File: src/rtl/result_block_packer.sv
// Formats one UUT result into an SD block and streams it byte-by-byte into the
// sdspihost write port, handling the w_block/w_byte/busy handshake and timeouts.
module result_block_packer #(
  parameter int OUTPUT_SIZE_1 = 128,
  parameter int BLOCK_BYTES   = 512,
  parameter int TIMEOUT       = 65535
) (
  input  logic                     clk,
  input  logic                     rst,
  input  logic                     start,
  input  logic [31:0]              block_addr_in,
  input  logic [OUTPUT_SIZE_1-1:0] result_in,
  input  logic [31:0]              cycles_in,
  output logic                     done,
  output logic                     err,
  output logic                     busy,
  input  logic                     spi_busy,
  input  logic                     spi_err,
  output logic [31:0]              spi_block_addr,
  output logic                     spi_w_block,
  output logic                     spi_w_byte,
  output logic [7:0]               spi_data_in
);
  localparam int N_RES = OUTPUT_SIZE_1 / 8;
  localparam int TMO_W = $clog2(TIMEOUT + 1);
  localparam logic [TMO_W-1:0] TMO_LAST = TMO_W'(TIMEOUT - 1);
  localparam logic [TMO_W-1:0] TMO_ONE  = TMO_W'(1);
  localparam logic [9:0]  RES_END  = 10'(8 + N_RES);
  localparam logic [9:0]  LAST_IDX = 10'(BLOCK_BYTES - 1);
  localparam logic [31:0] MAGIC    = 32'h5457_4653;

  typedef enum logic [2:0] {
    S_IDLE, S_ARM, S_WAIT_RDY, S_PUT, S_WAIT_ACK, S_FINISH, S_ERROR
  } state_t;

  state_t                   state;
  logic [9:0]               byte_idx;
  logic [TMO_W-1:0]         tmo_cnt;
  logic [OUTPUT_SIZE_1-1:0] result_q;
  logic [31:0]              cycles_q;

  logic [9:0]               res_idx;
  logic [31:0]              mag_shift;
  logic [31:0]              cyc_shift;
  logic [OUTPUT_SIZE_1-1:0] res_shift;
  logic [7:0]               byte_mux;
  logic                     timed;
  logic                     advance;
  logic                     to_error;

  // Each field is shifted so the wanted byte lands at the top (MSB-first order).
  assign res_idx   = byte_idx - 10'd8;
  assign mag_shift = MAGIC << {byte_idx[1:0], 3'b000};
  assign cyc_shift = cycles_q << {byte_idx[1:0], 3'b000};
  assign res_shift = result_q << {res_idx, 3'b000};

  always_comb begin
    byte_mux = 8'h00;
    if (byte_idx < 10'd4)      byte_mux = mag_shift[31:24];
    else if (byte_idx < 10'd8) byte_mux = cyc_shift[31:24];
    else if (byte_idx < RES_END) byte_mux = res_shift[OUTPUT_SIZE_1-1 -: 8];
  end

  always_comb begin
    timed   = (state == S_ARM) || (state == S_WAIT_RDY) ||
              (state == S_WAIT_ACK) || (state == S_FINISH);
    advance = ((state == S_ARM)      &&  spi_busy) ||
              ((state == S_WAIT_RDY) && !spi_busy) ||
              ((state == S_WAIT_ACK) &&  spi_busy) ||
              ((state == S_FINISH)   && !spi_busy);
    to_error = ((state != S_IDLE) && spi_err) || (timed && !advance && (tmo_cnt == TMO_LAST));
  end

  always_ff @(posedge clk) begin
    if (rst) begin
      state          <= S_IDLE;
      byte_idx       <= '0;
      tmo_cnt        <= '0;
      result_q       <= '0;
      cycles_q       <= '0;
      done           <= 1'b0;
      err            <= 1'b0;
      busy           <= 1'b0;
      spi_block_addr <= '0;
      spi_w_block    <= 1'b0;
      spi_w_byte     <= 1'b0;
      spi_data_in    <= '0;
    end else begin
      done       <= 1'b0;
      spi_w_byte <= 1'b0;
      // The timeout only runs while parked in a wait state; any move clears it.
      if (timed && !advance) tmo_cnt <= tmo_cnt + TMO_ONE;
      else                   tmo_cnt <= '0;

      if (to_error) begin
        state       <= S_ERROR;
        err         <= 1'b1;
        busy        <= 1'b0;
        spi_w_block <= 1'b0;
        byte_idx    <= '0;
        tmo_cnt     <= '0;
      end else begin
        case (state)
          S_IDLE, S_ERROR: begin
            if (start) begin
              spi_block_addr <= block_addr_in;
              result_q       <= result_in;
              cycles_q       <= cycles_in;
              err            <= 1'b0;
              busy           <= 1'b1;
              spi_w_block    <= 1'b1;
              byte_idx       <= '0;
              state          <= S_ARM;
            end
          end
          S_ARM: if (spi_busy) state <= S_WAIT_RDY;
          S_WAIT_RDY: begin
            if (!spi_busy) begin
              spi_w_byte  <= 1'b1;
              spi_data_in <= byte_mux;
              state       <= S_PUT;
            end
          end
          S_PUT: state <= S_WAIT_ACK;
          S_WAIT_ACK: begin
            if (spi_busy) begin
              if (byte_idx == LAST_IDX) begin
                spi_w_block <= 1'b0;
                byte_idx    <= '0;
                state       <= S_FINISH;
              end else begin
                byte_idx <= byte_idx + 10'd1;
                state    <= S_WAIT_RDY;
              end
            end
          end
          S_FINISH: begin
            if (!spi_busy) begin
              done  <= 1'b1;
              busy  <= 1'b0;
              state <= S_IDLE;
            end
          end
          default: state <= S_IDLE;
        endcase
      end
    end
  end
endmodule

File: config.mk
export PLATFORM = sky130hd
export DESIGN_NAME = result_block_packer
export DESIGN_NICKNAME = d
export VERILOG_FILES = /design/src/rtl/result_block_packer.sv
export SDC_FILE = /design/constraint.sdc
export NUM_CORES = 1
export LEC_CHECK = 0
export ABC_AREA = 0
export BUFFER_PORTS_ARGS = -buffer_cell sky130_fd_sc_hd__buf_4
export CORE_ASPECT_RATIO = 1.4
export CORE_MARGIN = 2
export CORE_UTILIZATION = 41
export CTS_CLUSTER_DIAMETER = 30
export DETAILED_ROUTE_END_ITERATION = 10
export GPL_TIMING_DRIVEN = 0
export PLACE_DENSITY = 0.66
export SKIP_CTS_REPAIR_TIMING = 1
export SYNTH_ARGS = -nofsm -noshare
export SYNTH_HDL_FRONTEND = slang
export SYNTH_SLANG_ARGS = --single-unit
export TNS_END_PERCENT = 30
File: constraint.sdc
create_clock -name clk -period 2.1 [get_ports clk]
set_clock_uncertainty 0.1 [all_clocks]
set_input_delay 0.42 -clock clk [delete_from_list [all_inputs] [get_ports clk]]
set_output_delay 0.42 -clock clk [all_outputs]
set_load 0.03 [all_outputs]
==> results of run 1 <==
## tightest hold or removal path: cells and delay by family
kind                   cells  cell delay [ns]
and+or+nand+nor            1             0.04
buffers and inverters      1             0.11
AOI/OAI and AO/OA          1             0.05
## routing by layer
layer | wire [um] | vias to the layer above | part of all wire | GRT usage
li1 | - | 4685 | - | -
met1 | 12400 | 4362 | 0.40 | 0.283
met2 | 15300 | 343 | 0.49 | 0.413
met3 | 1890 | 98 | 0.061 | 0.0393
met4 | 1490 | 0 | 0.048 | 0.115
met5 | 0 | - | 0 | 0
## cell type report
cell class	count	area, um^2
timing repair buffer	248	1860
sequential	234	4700
clock buffer	49	1110
buffer	87	500
fill	2184	10000
tap	310	388
inverter	10	42.5
multi-input combinational	878	4950
clock inverter	23	305
## kinds of logic (layout without fill, tap and decap cells)
kind of cell,count (synthesis),after routing,share of synthesized area
AO/OA/AOI/OAI,258,258,0.142
XOR/XNOR,20,20,0.0176
adder cells (fa/ha/maj),8,8,0.0101
buffers and inverters,98,417,0.0426
flip-flops,234,234,0.471
multiplexers,52,52,0.0928
AND/OR/NAND/NOR,540,540,0.224
## flip-flops by register name, indices dropped and copies added, names as in the netlist
signal,flops
busy,1
byte_idx,10
cycles_q,32
done,1
err,1
result_q,128
spi_block_addr,32
spi_data_in,8
spi_w_block,1
spi_w_byte,1
state,3
tmo_cnt,16
## final timing paths
path / cells past startpoint / from / end / slack [ns]
setup reg to reg: 7 / byte_idx[3] / spi_data_in[4] / -0.01
setup / recovery: 7 / byte_idx[3] / spi_data_in[4] / -0.01
hold / removal: 3 / result_in[41] / result_q[41] / 0.06
hold reg to reg: 2 / cycles_q[9] / cycles_q[9] / 0.35
## cell usage after synthesis, types with 2 or more instances
cell	count	area, um^2
dfxtp_1	234	4680
nor4_1	7	43.8
nand4_1	4	25.0
nor4b_1	2	17.5
nand2b_1	5	31.3
ha_1	8	100
a221oi_1	3	26.3
buf_2	29	145
nand2_1	428	1610
or2_2	4	25.0
a211oi_1	5	37.5
nand3_1	14	70.1
inv_1	9	33.8
buf_4	3	22.5
nor2_1	42	158
nor2b_1	7	43.8
o211ai_2	3	37.5
nor3_1	8	40.0
xnor2_1	11	96.3
mux2i_1	19	190
xor2_1	9	78.8
a22o_1	4	35.0
a32oi_1	3	26.3
o21ai_0	10	50.1
a22oi_1	6	45.0
mux4_2	32	721
clkbuf_1	45	169
buf_1	10	37.5
or4_4	2	22.5
and3_1	5	31.3
a21oi_1	214	1070
and2b_1	2	15.0
## per-stage QoR
step	hold slack, ns	util
finish	0.0551	0.580
global route	0.0588	0.580
CTS	0.0471	0.566
detailed placement	0.343	0.507
global placement	0.338	0.507
floorplan	0.330	-
## power by group through the flow
stage	Clock (uW)	Combinational (uW)	Sequential, uW
finish	6760	5140	5950
global route	7030	5660	6050
CTS	6840	4940	5920
detailed placement	0	4920	6000
global placement	0	4850	5970
floorplan	0	2960	6170
==> impl_metrics.py, run 1 <==
metrics = {
    "floorplan": {
        "coreArea_um2": 23900,
        "initial_core_util": 0.416,
        "die_h_um": 188,
        "fp-row-count": 67,
        "ioPinCount": 242,
        "die_w_um": 136,
        "die_area_um2": 25500,
    },
    "critical_path": {
        "crit_chain": "buf_6 -> inv_6 -> ha_4 -> or2b_4 -> or4_4 -> o211ai_2 -> a22o_1",
        "critPathSlowestCell": "or4_4",
        "path_class": "register to register",
        "arrival_ns": 2.46,
        "cp_top_family": "simple AND/OR/NAND/NOR gates",
        "cp_num_buf_inv": 2,
        "cp_data_required_time_ns": 2.45,
        "critPathMaxStageDelay_ns": 0.58,
        "crit_fanout": 8,
        "end_kind": "register",
        "cp-start-kind": "register",
    },
    "synthesis": {
        "syn-cell-area_um2": 9940,
        "yosysUniqueCellTypes": 55,
        "syn_inst": 1210,
        "async_flop_share": 0,
        "synth-edff-count": 0,
        "syn-num-nets": 1415,
        "avgSynthCellArea_um2": 8.21,
        "synthFlopType": "dfxtp_1",
        "synth-seq-cells": 234,
        "ys_warn_count": 0,
        "ys_seq_area_frac": 0.471,
    },
    "timing": {
        "relSlewSlack": 0.524,
        "setup_viol": 1,
        "fin_tns_setup_ns": -0.0139,
        "fin_ws_ns": -0.0139,
        "hold_viol": 0,
        "min_period_ns": 2.11,
        "max_freq_mhz": 473,
        "slew_viol_final": 0,
        "tightest_slew_ns": 0.715,
        "rsz0062_at_grt": "true",
        "fin_crit_sh": 1.01,
    },
    "clocking": {
        "clockRootBuffer": "clkbuf_16",
        "clock-sinks": 234,
        "numCtsBuffers": 40,
        "cts_tree": "done",
        "cts.reportedPaths.clkPinSlew_ns": 0.05,
        "clock_path_buffers": 3,
        "htree_num_levels": 2,
        "clock_latency_ns": 0.52,
    },
    "power_and_ir_drop": {
        "ir_drop_v": 0.000630,
        "seqPwrFrac": 0.334,
        "clock_power_share": 0.379,
        "finalPower_uw": 17900,
        "swShare": 0.338,
        "switching_power_uw": 6040,
        "power_frac_comb": 0.288,
        "powerDensity_nw_per_um2": 1290,
        "intPower_uw": 11800,
        "cellLeakagePower_uw": 0.00551,
    },
    "placed_design": {
        "dp_hpwl_mm": 23.0,
        "port_buffers": 239,
        "routabilityCongestion": 0.882,
        "dpl.cell_count": 1759,
        "postPlaceCellArea_um2": 12100,
        "post-place-ws_ns": -0.577,
    },
    "cells_and_area": {
        "syn2layout_area_growth_pct": 39.4,
        "stdcell_area_um2": 13900,
        "fin_nets": 1704,
        "layout-drive-gt1-share": 0.290,
        "layout_common_cells": "nand2_1, buf_4, dfxtp_1",
        "diodes": 0,
        "instances_no_fill": 1839,
        "final_common_cell": "nand2_1",
    },
    "global_route": {
        "grt_max_degree": 13,
        "antenna_found_initial": 0,
        "track_usage": 0.238,
        "grt-ovfl-total": 0,
        "grt_pass1_vias": 9294,
        "grt_pass1_wl_mm": 47.4,
    },
    "status": {
        "status": "finished with violations",
        "violations": "setup timing",
    },
    "detailed_routing": {
        "post-route-drc-count": 0,
        "firstDrtPassIters": 5,
        "route.vias.total": 9488,
        "drtAntennaViolNets": 0,
        "drt_wl_total_mm": 31.1,
        "viasPerCell": 5.16,
        "wl_per_cell_um": 16.9,
        "drt-initial-drc-count": 577,
    },
    "min_path": {
        "worstHoldPathType": "primary input to register",
    },
    "job": {
        "drv_cap": 0,
    },
}
Note: power is estimated with default switching activity, not from simulation.
==> inputs of run 2 (changes only) <==
==> constraint.sdc (replaced) <==
create_clock -name clk -period 2.1 [get_ports clk]
set_clock_uncertainty 0.1 [all_clocks]
set_input_delay 0.21 -clock clk [delete_from_list [all_inputs] [get_ports clk]]
set_output_delay 0.21 -clock clk [all_outputs]
set_load 0.03 [all_outputs]
==> run 2 against run 1 <==
The run still ends with setup timing left; sequential power about the same; fmax up 0.26%; critical path type unchanged; cell area up 14%.
==> impl_metrics.py, run 2 (same netlist as run 1, synthesis figures left out) <==
metrics = {
    "status": {
        "status": "finished with violations",
        "violations": "setup timing",
    },
    "detailed_routing": {
        "drtAntennaViolNets": 0,
        "met2_length_mm": 17.7,
        "firstDrtPassIters": 5,
        "route.vias.total": 10567,
        "drt-initial-drc-count": 603,
        "drt-met1-wl_mm": 13.5,
        "top_layer": "met4",
        "viasPerCell": 5.20,
        "wl_per_cell_um": 17.3,
        "drt_wl_total_mm": 35.1,
        "wl_met3_mm": 1.99,
        "post-route-drc-count": 0,
    },
    "floorplan": {
        "die_h_um": 188,
        "initial_core_util": 0.416,
        "fp-row-count": 67,
        "die_w_um": 136,
        "coreArea_um2": 23900,
        "ioPinCount": 242,
        "die_area_um2": 25500,
    },
    "timing": {
        "fin_ws_ns": -0.00845,
        "setup_viol": 1,
        "min_period_ns": 2.11,
        "max_freq_mhz": 474,
        "hold_viol": 0,
        "relSlewSlack": 0.529,
        "slew_viol_final": 0,
        "fin_crit_sh": 1.00,
        "rsz0062_at_grt": "true",
        "tightest_slew_ns": 0.706,
    },
    "critical_path": {
        "cp_top_family": "simple AND/OR/NAND/NOR gates",
        "ff2ff_setup_slack_ns": -0.008,
        "timing.rr.end": "spi_data_in[4]",
        "critPathSlowestCell": "or4_4",
        "rr_worst_depth": 7,
        "critPathMaxStageDelay_ns": 0.58,
        "crit_fanout": 8,
        "path_class": "register to register",
        "cp-start-kind": "register",
        "arrival_ns": 2.46,
        "end_kind": "register",
        "crit_chain": "buf_6 -> inv_6 -> ha_4 -> or2b_4 -> or4_4 -> o211ai_2 -> a22o_1",
        "cp_num_buf_inv": 2,
        "rr_startpoint": "byte_idx[3]",
        "cp_data_required_time_ns": 2.45,
    },
    "power_and_ir_drop": {
        "intPower_uw": 12100,
        "clock_power_share": 0.371,
        "seqPwrFrac": 0.327,
        "swShare": 0.341,
        "powerDensity_nw_per_um2": 1160,
        "ir_drop_v": 0.000630,
        "cellLeakagePower_uw": 0.00631,
        "switching_power_uw": 6220,
        "power_frac_comb": 0.302,
    },
    "cells_and_area": {
        "syn2layout_area_growth_pct": 58.8,
        "final_util": 0.660,
        "largestRegisters": "result_q (128), cycles_q (32), spi_block_addr (32)",
        "layout_common_cells": "nand2_1, buf_4, dfxtp_1",
        "multi_input_area_um2": 4950,
        "largest_reg_flops": 128,
        "nFillCells": 1879,
        "layout-drive-gt1-share": 0.258,
        "final_common_cell": "nand2_1",
        "seqCellArea_um2": 4700,
        "fin_nets": 1896,
        "top_register": "result_q",
    },
    "placed_design": {
        "port_buffers": 239,
        "post-place-ws_ns": -0.497,
        "routabilityCongestion": 0.882,
        "dp_hpwl_mm": 23.0,
    },
    "clocking": {
        "numCtsBuffers": 40,
        "cts_tree": "done",
        "htree_num_levels": 2,
        "clock-sinks": 234,
        "clock_path_buffers": 3,
        "clockRootBuffer": "clkbuf_16",
        "cts.reportedPaths.clkPinSlew_ns": 0.05,
        "clock_latency_ns": 0.52,
    },
    "min_path": {
        "worstHoldPathType": "primary input to register",
        "hp-start": "start",
        "min_path_cells": 5,
        "min_to": "state[0]",
    },
    "global_route": {
        "antenna_found_initial": 0,
        "track_usage": 0.238,
        "grt_pass1_vias": 9294,
        "grt-ovfl-total": 0,
        "grt_max_degree": 13,
        "grt_pass1_wl_mm": 47.4,
    },
    "job": {
        "drv_cap": 0,
    },
}
[run 2: changes by cell type in the layout (fill, tap and decap cells not counted), sizes merged]
cell         change
dlygate4sd3    +192
diode            +1
[run 2: worst max path at each step]
stage	to	cells past startpoint	slack [ns]	start
finish	spi_data_in[4]	7	-0.008	byte_idx[3]
global route	spi_data_in[4]	7	-0.07	byte_idx[3]
CTS	result_q[35]	8	-0.53	state[2]
detailed placement	result_q[38]	8	-0.50	state[2]
global placement	result_q[38]	8	-0.46	state[2]
floorplan	spi_data_in[1]	7	0.01	byte_idx[3]
[run 2: stage by stage]
stage	area, um^2	hold slack [ns]	total power, uW	TNS [ns]	instances
after CTS	13500	-0.163	17700	-79.38	1831
after global routing	15800	0.0671	19100	-0.293	2031
after floorplan	9940	0.246	9140	0	1210
after global placement	12100	0.338	10800	-65.10	1759
after detailed placement	12100	0.343	10900	-74.32	1759
final	15800	0.0433	18300	-0.00845	2032
[run 2: per-layer routing]
metal,global-route usage,up-vias
met2,0.413,423
li1,-,5063
met5,0,-
met3,0.0393,140
met1,0.283,4941
met4,0.115,0
[run 2: cell type report]
| cell class | count | area share |
|---|---|---|
| inverter | 10 | 0.00270 |
| buffer | 87 | 0.0317 |
| timing repair buffer | 440 | 0.240 |
| clock inverter | 23 | 0.0193 |
| clock buffer | 49 | 0.0701 |
| multi-input combinational | 878 | 0.314 |
| sequential | 234 | 0.298 |
| tap | 310 | 0.0246 |
| antenna | 1 | 0.000159 |
[run 2: tightest hold or removal path, stage by stage]
cell     delay (ns)
buf_4          0.13
nand2_1        0.05
o21ai_0        0.07
nand2_1        0.07
a21oi_1        0.06
[run 2: power groups by stage]
stage                     clock (uW)  combinational, uW  sequential (uW)
final                           6780               5520             5970
after global routing            7030               6030             6050
after CTS                       6840               4940             5920
after detailed placement           0               4920             6000
after global placement             0               4850             5970
after floorplan                    0               2960             6170
